### config.mk
export PLATFORM = sky130hd
export DESIGN_NAME = disp_scan_ctrl
export DESIGN_NICKNAME = d
export VERILOG_FILES = /design/src/rtl/disp_pkg.sv /design/src/rtl/scan_timer.sv /design/src/rtl/disp_scan_ctrl.sv
export SDC_FILE = /design/constraint.sdc
export NUM_CORES = 1
export LEC_CHECK = 0
export ABC_AREA = 0
export BUFFER_PORTS_ARGS = -buffer_cell sky130_fd_sc_hd__buf_2
export CAP_MARGIN = 20
export CORE_UTILIZATION = 51
export CTS_BUF_LIST = sky130_fd_sc_hd__clkbuf_4
export DETAILED_ROUTE_END_ITERATION = 12
export GPL_TIMING_DRIVEN = 0
export PLACE_DENSITY = 0.82
export SETUP_SLACK_MARGIN = 0.2
export SLEW_MARGIN = 20
export SYNTH_ARGS = -nofsm -noshare
export SYNTH_HDL_FRONTEND = slang
export SYNTH_HIERARCHICAL = 1
export SYNTH_SLANG_ARGS = --single-unit
export TNS_END_PERCENT = 100
### constraint.sdc
create_clock -name clock -period 3.3 [get_ports clock]
set_input_delay 0.33 -clock clock [delete_from_list [all_inputs] [get_ports clock]]
set_output_delay 0.33 -clock clock [all_outputs]
set_load 0.02 [all_outputs]
### src/rtl/disp_pkg.sv
// Shared definitions for the seven-segment scan controller.
//   OWNER_*  : encoding of the owner output (which requester's value is on display)
//   DIGITS   : number of scanned digits per frame
//   SEL_W    : width of the digit-select index
//   owner_e  : owner state machine encoding, aligned with OWNER_*
package disp_pkg;

  localparam logic [1:0] OWNER_IDLE = 2'd0;
  localparam logic [1:0] OWNER_A    = 2'd1;
  localparam logic [1:0] OWNER_B    = 2'd2;

  localparam int unsigned DIGITS = 8;
  localparam int unsigned SEL_W  = 3;

  typedef enum logic [1:0] {
    StIdle = OWNER_IDLE,
    StA    = OWNER_A,
    StB    = OWNER_B
  } owner_e;

endpackage

### src/rtl/scan_timer.sv
// Digit-slot divider and digit-select counter for the scan controller.
// Ports:
//   clock      in   system clock
//   reset_n    in   asynchronous active-low reset
//   sel        out  active digit index 0..DIGITS-1
//   slot_tick  out  high on the last cycle of each digit slot
//   frame_tick out  high on the last cycle of the last digit (frame boundary)
module scan_timer
  import disp_pkg::*;
#(
  parameter int unsigned CLK_DIV = 50000,
  parameter int unsigned DIV_W   = 16
) (
  input  logic             clock,
  input  logic             reset_n,
  output logic [SEL_W-1:0] sel,
  output logic             slot_tick,
  output logic             frame_tick
);

  localparam logic [DIV_W-1:0] DivMax = DIV_W'(CLK_DIV - 1);
  localparam logic [SEL_W-1:0] SelMax = SEL_W'(DIGITS - 1);

  logic [DIV_W-1:0] div_q, div_d;
  logic [SEL_W-1:0] sel_q, sel_d;

  // With CLK_DIV == 1 DivMax is 0, so div stays 0 and slot_tick is constantly high.
  assign slot_tick  = (div_q == DivMax);
  assign frame_tick = slot_tick && (sel_q == SelMax);

  always_comb begin
    div_d = slot_tick ? '0 : div_q + 1'b1;
    sel_d = sel_q;
    if (slot_tick) begin
      sel_d = (sel_q == SelMax) ? '0 : sel_q + 1'b1;
    end
  end

  always_ff @(posedge clock or negedge reset_n) begin
    if (!reset_n) begin
      div_q <= '0;
      sel_q <= '0;
    end else begin
      div_q <= div_d;
      sel_q <= sel_d;
    end
  end

  assign sel = sel_q;

endmodule

### src/rtl/disp_scan_ctrl.sv
// Scan sequencer and two-requester arbiter for the 8-digit seven-segment display.
// Displayed values change only at frame boundaries, so a frame never mixes sources.
// Ports:
//   clock, reset_n     system clock, asynchronous active-low reset
//   req_a, val_a       requester A level request and 32-bit value
//   ack_a              one-cycle pulse when val_a has been captured
//   req_b, val_b       requester B (debug monitor), same protocol
//   ack_b              one-cycle pulse when val_b has been captured
//   outval1, outval2   upper / lower four digits for the display stage
//   sel                active digit index
//   frame_tick         pulse on the last cycle of digit 7
//   owner              source of the current outvals (OWNER_IDLE/A/B)
// Build option:
//   DISP_PRIO_EN  when defined, A has fixed priority over B; otherwise round-robin.
module disp_scan_ctrl
  import disp_pkg::*;
#(
  parameter int unsigned CLK_DIV = 50000,
  parameter int unsigned DIV_W   = 16
) (
  input  logic             clock,
  input  logic             reset_n,
  input  logic             req_a,
  input  logic [31:0]      val_a,
  output logic             ack_a,
  input  logic             req_b,
  input  logic [31:0]      val_b,
  output logic             ack_b,
  output logic [15:0]      outval1,
  output logic [15:0]      outval2,
  output logic [SEL_W-1:0] sel,
  output logic             frame_tick,
  output logic [1:0]       owner
);

  logic slot_tick;
  logic boundary;
  logic grant_a, grant_b;

  owner_e      state_q, state_d;
  logic        last_b_q, last_b_d;  // 1: last grant went to B
  logic [15:0] outval1_q, outval1_d;
  logic [15:0] outval2_q, outval2_d;
  logic        ack_a_q, ack_b_q;

  scan_timer #(
    .CLK_DIV (CLK_DIV),
    .DIV_W   (DIV_W)
  ) u_scan_timer (
    .clock      (clock),
    .reset_n    (reset_n),
    .sel        (sel),
    .slot_tick  (slot_tick),
    .frame_tick (frame_tick)
  );

  // frame_tick already implies slot_tick; the extra term keeps the qualification explicit.
  assign boundary = slot_tick && frame_tick;

  // Arbitration on the request levels seen in the boundary cycle.
  always_comb begin
    grant_a = 1'b0;
    grant_b = 1'b0;
    if (boundary) begin
`ifdef DISP_PRIO_EN
      grant_a = req_a;
`else
      grant_a = req_a && (!req_b || last_b_q);
`endif
      grant_b = req_b && !grant_a;
    end
  end

  // Owner FSM: state register.
  always_ff @(posedge clock or negedge reset_n) begin
    if (!reset_n) begin
      state_q <= StIdle;
    end else begin
      state_q <= state_d;
    end
  end

  // Owner FSM: next state. Holds when nothing is granted; never returns to StIdle.
  always_comb begin
    state_d = state_q;
    if (grant_a) begin
      state_d = StA;
    end else if (grant_b) begin
      state_d = StB;
    end
  end

  // Owner FSM: outputs.
  always_comb begin
    owner = state_q;
  end

  // Capture datapath.
  always_comb begin
    last_b_d  = last_b_q;
    outval1_d = outval1_q;
    outval2_d = outval2_q;
    if (grant_a) begin
      last_b_d  = 1'b0;
      outval1_d = val_a[31:16];
      outval2_d = val_a[15:0];
    end else if (grant_b) begin
      last_b_d  = 1'b1;
      outval1_d = val_b[31:16];
      outval2_d = val_b[15:0];
    end
  end

  always_ff @(posedge clock or negedge reset_n) begin
    if (!reset_n) begin
      last_b_q  <= 1'b1;
      outval1_q <= '0;
      outval2_q <= '0;
      ack_a_q   <= 1'b0;
      ack_b_q   <= 1'b0;
    end else begin
      last_b_q  <= last_b_d;
      outval1_q <= outval1_d;
      outval2_q <= outval2_d;
      ack_a_q   <= grant_a;
      ack_b_q   <= grant_b;
    end
  end

  assign outval1 = outval1_q;
  assign outval2 = outval2_q;
  assign ack_a   = ack_a_q;
  assign ack_b   = ack_b_q;

endmodule

After elaboration in Yosys (flattened, before gate mapping)
Index checks and enable logic that the tools add are counted.

Add/subtract/negate cells: 2. Eq/ne operators: 2. Muxes and demuxes: 12. Reduce and logical (&&, ||, !) cells: 8.

Operators with widths (count): 16-bit 2-to-1 mux (5); 16-bit by 1-bit adder with 16-bit output (second input constant) (1); 16-bit equality test (second input constant) (1); 1-bit logical AND (4); 1-bit 2-to-1 mux (4); 2-bit 2-to-1 mux (2); 3-bit by 1-bit adder with 3-bit output (second input constant) (1); 3-bit equality test (second input constant) (1); 3-bit 2-to-1 mux (1); 1-bit zero test (2); 2-bit nonzero test (1); 1-bit logical OR (1).

Register bits after elaboration: 56. Input port bits: 68. Output and inout port bits: 40.

Longest topological paths before layout
Depth in word-level cells: 8. Mapped depth: 10.

Modules after synthesis
The synthesis kept the hierarchy.

Modules (own cells, without submodules): disp_scan_ctrl (instances 1, cells each 162, area each 1973.1 um2, sequential area each 927.1 um2); scan_timer (instances 1, cells each 81, area each 900.9 um2, sequential area each 475.5 um2).

Worst setup path before layout
OpenSTA, ideal clock, no wires.

Path type: register to register. Start: register u_scan_timer.div_q[7]. End: register outval1_q[0] (netlist: outval1[0]). Data arrival time: 2.560 ns. Required time: 3.176 ns. Setup slack: 0.616 ns. Cell stages (with the launch flop): 9. Buffers on the path: 2. Period minus slack after synthesis: 2.684 ns. Path through: dfrtp_1 or4b_4 nor4_4 buf_6 and2_1 nand3_2 buf_2 o211a_1 a211o_1.

Cells in the longest elaborated chain, start to end: 5.

RTL lines: start, declared (line scan_timer.sv:24) `logic [DIV_W-1:0] div_q, div_d;`; start signal, assigned (line scan_timer.sv:44) `div_q <= div_d;`; 16-bit equality test * (line scan_timer.sv:28) `assign slot_tick = (div_q == DivMax);`; via slot_tick (line disp_scan_ctrl.sv:36) `logic slot_tick;`; 1-bit logical AND * (line scan_timer.sv:29) `assign frame_tick = slot_tick && (sel_q == SelMax);`; via frame_tick (line disp_scan_ctrl.sv:32) `output logic frame_tick,`; 1-bit logical AND * (line disp_scan_ctrl.sv:58) `assign boundary = slot_tick && frame_tick;`; 1-bit 2-to-1 mux (line disp_scan_ctrl.sv:64) `if (boundary) begin`; 16-bit 2-to-1 mux or 2-bit nonzero test (tied branches); end signal, assigned (line disp_scan_ctrl.sv:123) `outval1_q <= outval1_d;`; end, declared (line disp_scan_ctrl.sv:42) `logic [15:0] outval1_q, outval1_d;`.

Mark *: on every way through the listed nets, which the timed path passes. The rest lies on a longest branch. A chain may end at the register's enable or synchronous reset.

Final worst setup path
Start: register u_scan_timer.div_q[10]. End: register outval2_q[5] (netlist: outval2[5]).

Cells in the longest elaborated chain, start to end: 5.

RTL lines: 16-bit equality test * (line scan_timer.sv:28); via slot_tick (line disp_scan_ctrl.sv:36); 1-bit logical AND (line scan_timer.sv:29); 1-bit logical AND * (line disp_scan_ctrl.sv:58); 1-bit 2-to-1 mux (line disp_scan_ctrl.sv:64); 16-bit 2-to-1 mux or 2-bit nonzero test (tied branches); end signal, assigned (line disp_scan_ctrl.sv:124) `outval2_q <= outval2_d;`; end, declared (line disp_scan_ctrl.sv:43) `logic [15:0] outval2_q, outval2_d;`.

Marks and branches as above.

==> results.yml <==
global_routing:
  use_met1_pct: 30.9
  gr-usage-met2_pct: 35.7
  met3_usage_pct: 4.05
  top_usage_layer: "met2"
  grt_use_total_pct: 22.3
  overflow: 0
  antenna_found_initial: 0
  grt_pass1_wl_um: 10600
  grt_pass1_vias: 2234
  grt_start_max_net_pins: 57
pwr:
  seqPwrFrac_pct: 65.1
  power_density_nw_per_um2: 296
  netSwitchingFraction_pct: 22.1
  p_sw_uw: 233
  clkPwrFrac_pct: 28.3
  vdd_drop_max_mv: 0.241
  p_comb_share_pct: 6.5
  leakage_uw: 0.00243
  power.total_uw: 1050
  intPower_uw: 821
place:
  pre_cts_ws_ns: 0.465
  routabilityCongestion: 0.789
  dp_hpwl_um: 4380
  io_buffers: 107
routing:
  first_iter_violations: 103
  dr_total_vias: 2343
  viasPerCell: 5.46
  antenna_left: 0
  wire_per_inst_um: 14.5
  wirelength_um: 6240
  drc: 0
  drt_first_pass_iters: 4
logic_synthesis:
  synthesis.nets: 314
  synthCells: 243
  synth_top_family_by_area: "compound AO/OA/AOI/OAI gates"
  netlist.area_leader.share_pct: 47.9
  ys_types: 30
  synth_area_per_cell_um2: 11.8
  ys_seq_elements: 56
  synth_mux_area_share_pct: 1.18
  synth_largest_area_cell: "dfrtp_1"
  synth_xor_area_share_pct: 4.27
  yosys.area_share.simple_pct: 15.9
  synth_compound_area_share_pct: 22.2
  yosysWarnings: 6
  yosys-top-cells-area: "dfrtp_1 (48%), o211a_1 (11%), a211o_1 (9.8%)"
  synthesis.area_um2: 2870
  synth-adder-area-share_pct: 1.31
  yosysSeqAreaShare_pct: 48.8
sta:
  slew_headroom_pct: 53.7
  timing.final.crit_share_pct: 86.3
  setup_slack_ns: 0.453
  setup_violations: 0
  hold_viol_final: 0
  tns_ns: 0
  min_period_ns: 2.85
  worst_slew_pin_slew_ns: 0.694
  slew_violations: 0
  fin_skew_ns: 0.0104
  rsz0062_at_grt: "no"
  fmax_mhz: 351
clock_network:
  clk_path_buf_depth: 2
  clkTransAtPathRegs_ns: 0.15
  cts_setup_buffers: 0
  ctsResizeCount: 0
  clock_sinks: 56
  cts_tree: "yes"
  insertion_delay_ns: 0.37
  numCtsBuffers: 5
  clockRootBuffer: "clkbuf_4"
  ctsHtreeMaxLevel: 2
outcome:
  outcome: "completed"
worst_hold_path:
  hold_path_class: "input port to flop"
setup_path:
  worstSetupEndpointType: "flop"
  worstSetupPathType: "flop to flop"
  arrival_ns: 3.12
  cp_max_fo: 12
  cp.required_ns: 3.57
  start_kind: "flop"
floorplanning:
  dieArea_um2: 5940
  die_w_um: 77.1
  start_util_pct: 54.5
  rows: 26
  die_y_um: 77.1
  core_um2: 5270
  io_pins: 108
layout:
  area_delta_synth_final_pct: 24.1
  regArea_um2: 1400
  n_fill_cell: 445
  multi_input_area_um2: 1290
  antenna_cells: 0
  finalNetCount: 429
  drive_gt1_share_pct: 39.6
run:
  maxCapViolations: 0
[path summary, 6_finish.rpt]
path	slack, ns	from	cells after the start	endpoint
worst max-delay path	0.45	u_scan_timer/div_q[10]	8	outval2[5]
worst min-delay path	0.14	req_a	2	last_b_q
worst max register to register	0.45	u_scan_timer/div_q[10]	8	outval2[5]
worst min register to register	0.49	u_scan_timer/div_q[0]	1	u_scan_timer/div_q[0]
max in group asynchronous	2.30	reset_n	2	u_scan_timer/div_q[4]
min in group asynchronous	0.54	reset_n	2	outval2[13]
[state kept, by name (all words and copies together), names as in the netlist]
register	flops
u_scan_timer/div_q	16
outval2	16
outval1	16
u_scan_timer/sel	3
ack_b	1
ack_a	1
owner	2
last_b_q	1
[cell type report]
| class | instances | area share, % |
|---|---|---|
| clock buffer | 7 | 1.47 |
| inverter | 3 | 0.316 |
| clock inverter | 1 | 0.105 |
| buffer | 18 | 4.74 |
| sequential | 56 | 39.3 |
| timing repair buffer | 108 | 15.4 |
| multi-input combinational | 166 | 36.2 |
| tap | 70 | 2.46 |
[placed cells by master, fill, tap and decap left out, types with 2 or more instances in the layout]
master    count
nor2b_1      32
nand3_1       6
mux2_2        3
nor2_1       15
a21oi_1       3
xor2_1        5
buf_2       109
nor4_1        3
buf_4         5
xnor2_1       9
o211a_1      33
clkbuf_4      7
nand2_1       4
nor3_1        3
ha_1          3
nand4_1       4
dfrtp_1      55
buf_6        11
and2_1        2
a211o_1      32
inv_1         3
[through the flow]
step	std cells	area (um2)	utilization, %	hold WS (ns)
final	429	3570	67.7	0.145
after floorplan	243	2870	-	0.0344
after detailed placement	420	3500	66.4	0.426
after global placement	420	3500	66.4	0.468
after global routing	429	3570	67.7	0.123
after CTS	429	3570	67.7	0.126
[power groups by stage]
stage / clock [uW] / sequential, uW / combinational [uW]
final: 299 / 686 / 68.9
after global routing: 336 / 687 / 77.0
after CTS: 314 / 687 / 70.0
after detailed placement: 0 / 699 / 68.8
after global placement: 0 / 699 / 67.5
after floorplan: 0 / 699 / 11.9
[cell usage after synthesis]
library cell	n
buf_4	4
ha_1	3
a31oi_1	1
a21oi_1	3
inv_1	3
nor2b_4	1
nand3_1	6
xor2_1	5
nor2_4	1
xnor2_1	9
dfrtp_1	55
nor4_1	3
nor2b_1	32
buf_6	11
and2b_2	1
nor4_4	1
a211o_1	32
buf_2	3
mux2_2	3
and2_1	2
nand2_1	4
nor3_1	3
or4b_4	1
dfstp_2	1
o211a_1	33
nand3_2	1
nand4_1	4
and3_1	1
a21o_1	1
nor2_1	15
[repair_timing]
action	in CTS	in global routing
hold buffers	1	0
hold endpoints to repair	7	0
endpoints found under the setup margin	0	0
[kinds of logic (layout without fill, tap and decap cells)]
| family | Yosys count | in the layout |
|---|---|---|
| and+or+nand+nor | 76 | 76 |
| AOI/OAI and AO/OA | 70 | 70 |
| DFF | 56 | 56 |
| buffers and inverters | 21 | 137 |
| xor gates and xnor gates | 14 | 14 |
| adders and majority gates | 3 | 3 |
| muxes | 3 | 3 |
[routing by layer]
layer	vias up	routed length [um]
li1	1121	-
met1	1136	2880
met2	75	2980
met3	11	279
met4	0	96
met5	-	0
[critical path: stages (launching register included)]
cell	delay (ns)
dfrtp_1	0.46
or4b_4	0.54
nor4_4	0.44
buf_6	0.21
and2_1	0.21
nand3_2	0.19
buf_2	0.24
o211a_1	0.23
a211o_1	0.23
No activity file was read; power rests on OpenSTA's default activity.
